[src/rtl/fp_accum_seq_if.sv]
// Bundle for the fp16 accumulator: operand stream in, adder loop, packet result out.
// Both streams use valid/ready: a transfer happens on the rising clk edge where valid
// and ready are both 1; a source holds valid and its payload until that edge.
interface fp_accum_seq_if #(
    parameter int CNT_W = 8
);
    logic             in_valid;
    logic             in_ready;
    logic [15:0]      in_data;
    logic             in_last;
    logic [15:0]      add_a;
    logic [15:0]      add_b;
    logic [15:0]      add_res;
    logic             add_v;
    logic             out_valid;
    logic             out_ready;
    logic [15:0]      out_sum;
    logic             out_ovf;
    logic [CNT_W-1:0] out_count;
    logic [1:0]       state;

    // Environment side: operand source, fp_adder and result sink.
    modport master (
        output in_valid, in_data, in_last, add_res, add_v, out_ready,
        input  in_ready, add_a, add_b, out_valid, out_sum, out_ovf, out_count, state
    );

    // Accumulator side.
    modport slave (
        input  in_valid, in_data, in_last, add_res, add_v, out_ready,
        output in_ready, add_a, add_b, out_valid, out_sum, out_ovf, out_count, state
    );
endinterface

[src/rtl/fp_accum_seq.sv]
// Sequential binary16 accumulator wrapped around an external combinational fp_adder.
// Each accepted beat registers the adder result as the new running sum.
module fp_accum_seq #(
    parameter int CNT_W = 8
) (
    input logic          clk,
    input logic          rst,
    fp_accum_seq_if.slave bus
);
    typedef enum logic [1:0] {
        IDLE = 2'd0,
        ACC  = 2'd1,
        HOLD = 2'd2
    } state_t;

    localparam logic [CNT_W-1:0] CNT_MAX = '1;
    localparam logic [CNT_W-1:0] CNT_ONE = CNT_W'(1);

    state_t           state, state_nx;
    logic [15:0]      acc, acc_nx;
    logic             ovf, ovf_nx;
    logic [CNT_W-1:0] count, count_nx;
    logic             out_valid, out_valid_nx;
    logic [15:0]      out_sum, out_sum_nx;
    logic             out_ovf, out_ovf_nx;
    logic [CNT_W-1:0] out_count, out_count_nx;

    logic             accept;
    logic             ovf_upd;
    logic [CNT_W-1:0] count_upd;

    assign bus.in_ready  = (state != HOLD);
    assign bus.add_b     = bus.in_data;
    // The first beat of a packet is added to zero, so a stale acc never leaks in.
    assign bus.add_a     = (state == IDLE) ? 16'h0000 : acc;
    assign bus.out_valid = out_valid;
    assign bus.out_sum   = out_sum;
    assign bus.out_ovf   = out_ovf;
    assign bus.out_count = out_count;
    assign bus.state     = state;

    assign accept    = bus.in_valid && (state != HOLD);
    assign ovf_upd   = (state == IDLE) ? bus.add_v : (ovf | bus.add_v);
    assign count_upd = (state == IDLE)     ? CNT_ONE :
                       (count == CNT_MAX)  ? count   : count + CNT_ONE;

    always_comb begin
        state_nx     = state;
        acc_nx       = acc;
        ovf_nx       = ovf;
        count_nx     = count;
        out_valid_nx = out_valid;
        out_sum_nx   = out_sum;
        out_ovf_nx   = out_ovf;
        out_count_nx = out_count;

        case (state)
            IDLE, ACC: begin
                if (accept) begin
                    acc_nx   = bus.add_res;
                    ovf_nx   = ovf_upd;
                    count_nx = count_upd;
                    if (bus.in_last) begin
                        state_nx     = HOLD;
                        out_valid_nx = 1'b1;
                        out_sum_nx   = bus.add_res;
                        out_ovf_nx   = ovf_upd;
                        out_count_nx = count_upd;
                    end else begin
                        state_nx = ACC;
                    end
                end
            end
            HOLD: begin
                // Result registers stay untouched so the downstream sees a stable payload.
                if (bus.out_ready) begin
                    state_nx     = IDLE;
                    out_valid_nx = 1'b0;
                    acc_nx       = 16'h0000;
                    ovf_nx       = 1'b0;
                    count_nx     = '0;
                end
            end
            default: begin
                state_nx = IDLE;
            end
        endcase
    end

    always_ff @(posedge clk) begin
        if (rst) begin
            state     <= IDLE;
            acc       <= 16'h0000;
            ovf       <= 1'b0;
            count     <= '0;
            out_valid <= 1'b0;
            out_sum   <= 16'h0000;
            out_ovf   <= 1'b0;
            out_count <= '0;
        end else begin
            state     <= state_nx;
            acc       <= acc_nx;
            ovf       <= ovf_nx;
            count     <= count_nx;
            out_valid <= out_valid_nx;
            out_sum   <= out_sum_nx;
            out_ovf   <= out_ovf_nx;
            out_count <= out_count_nx;
        end
    end
endmodule

[src/flat_wrapper.sv]
// flat-port wrapper written by rule: the top's interface ports become plain ports
module fp_accum_seq_flat 
#(
    parameter int CNT_W = 8
)
  (clk, rst, bus_in_valid, bus_in_data, bus_in_last, bus_add_res, bus_add_v, bus_out_ready, bus_in_ready, bus_add_a, bus_add_b, bus_out_valid, bus_out_sum, bus_out_ovf, bus_out_count, bus_state);
  fp_accum_seq_if #(.CNT_W(CNT_W)) bus_i ();
  input logic clk;
  input logic rst;
  input wire logic [$bits(bus_i.in_valid)-1:0] bus_in_valid;
  input wire logic [$bits(bus_i.in_data)-1:0] bus_in_data;
  input wire logic [$bits(bus_i.in_last)-1:0] bus_in_last;
  input wire logic [$bits(bus_i.add_res)-1:0] bus_add_res;
  input wire logic [$bits(bus_i.add_v)-1:0] bus_add_v;
  input wire logic [$bits(bus_i.out_ready)-1:0] bus_out_ready;
  output wire logic [$bits(bus_i.in_ready)-1:0] bus_in_ready;
  output wire logic [$bits(bus_i.add_a)-1:0] bus_add_a;
  output wire logic [$bits(bus_i.add_b)-1:0] bus_add_b;
  output wire logic [$bits(bus_i.out_valid)-1:0] bus_out_valid;
  output wire logic [$bits(bus_i.out_sum)-1:0] bus_out_sum;
  output wire logic [$bits(bus_i.out_ovf)-1:0] bus_out_ovf;
  output wire logic [$bits(bus_i.out_count)-1:0] bus_out_count;
  output wire logic [$bits(bus_i.state)-1:0] bus_state;
  assign bus_i.in_valid = bus_in_valid;
  assign bus_i.in_data = bus_in_data;
  assign bus_i.in_last = bus_in_last;
  assign bus_i.add_res = bus_add_res;
  assign bus_i.add_v = bus_add_v;
  assign bus_i.out_ready = bus_out_ready;
  assign bus_in_ready = bus_i.in_ready;
  assign bus_add_a = bus_i.add_a;
  assign bus_add_b = bus_i.add_b;
  assign bus_out_valid = bus_i.out_valid;
  assign bus_out_sum = bus_i.out_sum;
  assign bus_out_ovf = bus_i.out_ovf;
  assign bus_out_count = bus_i.out_count;
  assign bus_state = bus_i.state;
  fp_accum_seq #(.CNT_W(CNT_W)) u_core (.clk(clk), .rst(rst), .bus(bus_i));
endmodule
[config.mk]
export PLATFORM = sky130hd
export DESIGN_NAME = fp_accum_seq_flat
export DESIGN_NICKNAME = d
export VERILOG_FILES = /design/src/rtl/fp_accum_seq_if.sv /design/src/rtl/fp_accum_seq.sv /design/src/flat_wrapper.sv
export SDC_FILE = /design/constraint.sdc
export NUM_CORES = 1
export LEC_CHECK = 0
export CORE_MARGIN = 5
export CORE_UTILIZATION = 43
export CTS_BUF_LIST = sky130_fd_sc_hd__clkbuf_8 sky130_fd_sc_hd__clkbuf_16
export DETAILED_ROUTE_END_ITERATION = 16
export GPL_ROUTABILITY_DRIVEN = 0
export PLACE_DENSITY = 0.81
export RECOVER_POWER = 25
export SYNTH_ARGS = -nofsm -noshare
export SYNTH_HDL_FRONTEND = slang
export SYNTH_SLANG_ARGS = --single-unit
export TNS_END_PERCENT = 30
[constraint.sdc]
create_clock -name clk -period 2 [get_ports clk]
set_clock_uncertainty 0.2 [all_clocks]
set_input_delay 0.4 -clock clk [delete_from_list [all_inputs] [get_ports clk]]
set_output_delay 0.4 -clock clk [all_outputs]
set_load 0.01 [all_outputs]
==> impl_metrics.tcl <==
set metrics [dict create \
    status "complete, no violations" \
    path_delay_family "buffers and inverters" \
    crit_path_max_fanout 19 \
    synth-seq-area-share 0.448 \
    rsz0062_at_grt "no" \
    synth_top_area_cell "dfxtp_1" \
    pin_count 99 \
    dieArea_um2 7090 \
    cts-htree-levels 2 \
    clk_latency_ns 0.31 \
    max_stage_delay_ns 0.34 \
    max-slew-margin-rel 0.708 \
    worstSetupEndpointType "output port" \
    final_core_util 0.583 \
    fin_crit_ns 1.92 \
    ys_types 44 \
    synthArstFlopShare 0 \
    fp.dieH_um 84.2 \
    critPathLaunchType "register" \
    cap_viol_max_count 0 \
    fmax_mhz 520 \
    cts_buffers 5 \
    hpwl_um 4500 \
    clockRootBuffer "clkbuf_8" \
    ys_seq_elements 53 \
    viasPerCell 5.27 \
    required_ns 1.40 \
    vias 2152 \
    grt_usage 0.174 \
    tns_ns 0 \
    final_cell_mix "dfxtp_1, clkdlybuf4s50_1, nand2_1" \
    final_nets 374 \
    path_buf_inv 2 \
    hold_viol 0 \
    yosys_warnings 0 \
    cp_cell_sequence "nor2_2 -> buf_12 -> nor2b_1 -> dlygate4sd2_1" \
    synth_edf_count 0 \
    grt_max_degree 20 \
    cts.sinks 53 \
    coreArea_um2 5440 \
    drive_gt1_frac 0.122 \
    wl_um 6060 \
    start_util 0.435 \
    synthCells 275 \
    drc 0 \
    dr.first_iter.drc_count 79 \
    drv_slew 0 \
    port-buffer-count 66 \
    synth_area_leaders "dfxtp_1, buf_4, nand2_1" \
    grt_pass1_wl_um 10200 \
    cellPowerDensity_nw_per_um2 678 \
    syn_area_um2 2370 \
    syn_area_per_cell_um2 8.61 \
    cts_tree "done" \
    timing.final.crit_share 0.961 \
    vdd_drop_max_mv 0.597 \
    cp_slowest_cell "dfxtp_2" \
    antenna_found_initial 0 \
    cp.arrival_ns 1.32 \
    clkSlewWorstSetupHoldPaths_ns 0.10 \
    ant_nets 0 \
    layout_commonest_cell "dfxtp_1" \
    setup_viol_count_final 0 \
    die-width_um 84.2 \
    holdBufCountCts 0 \
    grt_pass1_vias 2174 \
    firstDrtPassIters 4 \
    rows 27 \
    area_growth_pct 33.9 \
    hold_ws_ns 0.268 \
    hp-class "register to register" \
    synth_nets 314 \
    diodes 0 \
    leakagePower_nw 1.24 \
    clockBufferDepth 2 \
    grt_overflow 0 \
    worst_slew_pin_slew_ns 0.436 \
    ys_dominant_reg_cell "dfxtp_1" \
    synth_top_area_frac 0.448 \
    crit_type "register to output port" \
    wire_per_inst_um 14.9 \
]
## synthesized netlist by cell type, types with 2 or more instances
library cell	instances
nand3_1	4
and2_1	2
a21o_1	2
buf_2	6
clkbuf_1	6
nor2b_1	17
o21ai_1	4
mux2i_1	3
o21ai_0	3
a21oi_1	28
a31oi_1	2
o21a_1	2
nor2_1	24
nand2_1	38
a22oi_1	16
nor2_2	2
o2bb2ai_1	3
nor3_1	7
inv_1	6
a22o_1	2
a32o_1	4
dfxtp_1	53
buf_4	20
## sequential cells by signal, indices dropped and copies added, names as in the netlist
name / cells
u_core.bus.out_ovf: 1
u_core.count: 8
u_core.ovf: 1
u_core.bus.out_sum: 16
u_core.bus.state: 2
u_core.bus.out_valid: 1
u_core.bus.out_count: 8
u_core.acc: 16
## final cells by class
class	instances	area (µm²)
Fill cell	469	2270
Multi-Input combinational cell	184	1080
Sequential cell	53	1060
Timing Repair Buffer	85	820
Tap cell	72	90.1
Clock buffer	5	68.8
Clock inverter	3	28.8
Inverter	6	22.5
## cells by family (layout without fill, tap and decap cells)
kind of cell	count (synthesis)	count (layout)	synth area share
simple gates	107	107	0.229
compound gates	72	72	0.206
mux	3	3	0.0127
flops	53	53	0.448
xor+xnor	1	1	0.00370
buf+inv	38	99	0.0951
fa+ha+maj	1	1	0.00528
## per-layer routing
metal	GRT usage	routed length, µm	vias up
met3	0.0756	594	17
met5	0	0	-
met1	0.209	2540	997
met4	0.0585	116	0
met2	0.278	2810	78
li1	-	-	1060
## final timing paths
path,from,endpoint,slack (ns),depth (start not counted)
worst max-delay path,u_core.bus.state[1]$_SDFFE_PP0P_,bus_add_a[10],0.08,4
worst min-delay path,u_core.bus.out_sum[13]$_SDFFE_PP0P_,u_core.bus.out_sum[13]$_SDFFE_PP0P_,0.27,2
worst max register to register,u_core.count[1]$_SDFFE_PP0P_,u_core.bus.out_count[1]$_SDFFE_PP0P_,0.16,5
worst min register to register,u_core.bus.out_sum[13]$_SDFFE_PP0P_,u_core.bus.out_sum[13]$_SDFFE_PP0P_,0.27,2
## through the flow
stage          area [µm²]  cells  setup WS (ns)  total power (W)
3_5_place_dp         3100    400         -0.110          0.00153
4_1_cts              3180    408         0.0513          0.00217
6_report             3170    408         0.0784          0.00215
2_1_floorplan        2370    275          0.252          0.00136
5_1_grt              3170    408        0.00453          0.00225
3_3_place_gp         3100    400        -0.0948          0.00152
## worst min-delay path, cell delays in order, from the launching register on
cell     delay (ns)
dfxtp_1        0.32
nand2_1        0.05
a21oi_1        0.05
## where the power goes
part / internal (W) / switching (W) / total (W)
Sequential: 0.00110 / 0.0000277 / 0.00113
Combinational: 0.000187 / 0.000179 / 0.000366
Clock: 0.000263 / 0.000390 / 0.000652
## repair_timing
item                       4_1_cts  5_1_grt
setup buffers                    0        0
gates resized for setup         19        2
setup endpoints to repair       17        2
gates cloned                     0        0
No activity file was read; power rests on OpenSTA's default activity.
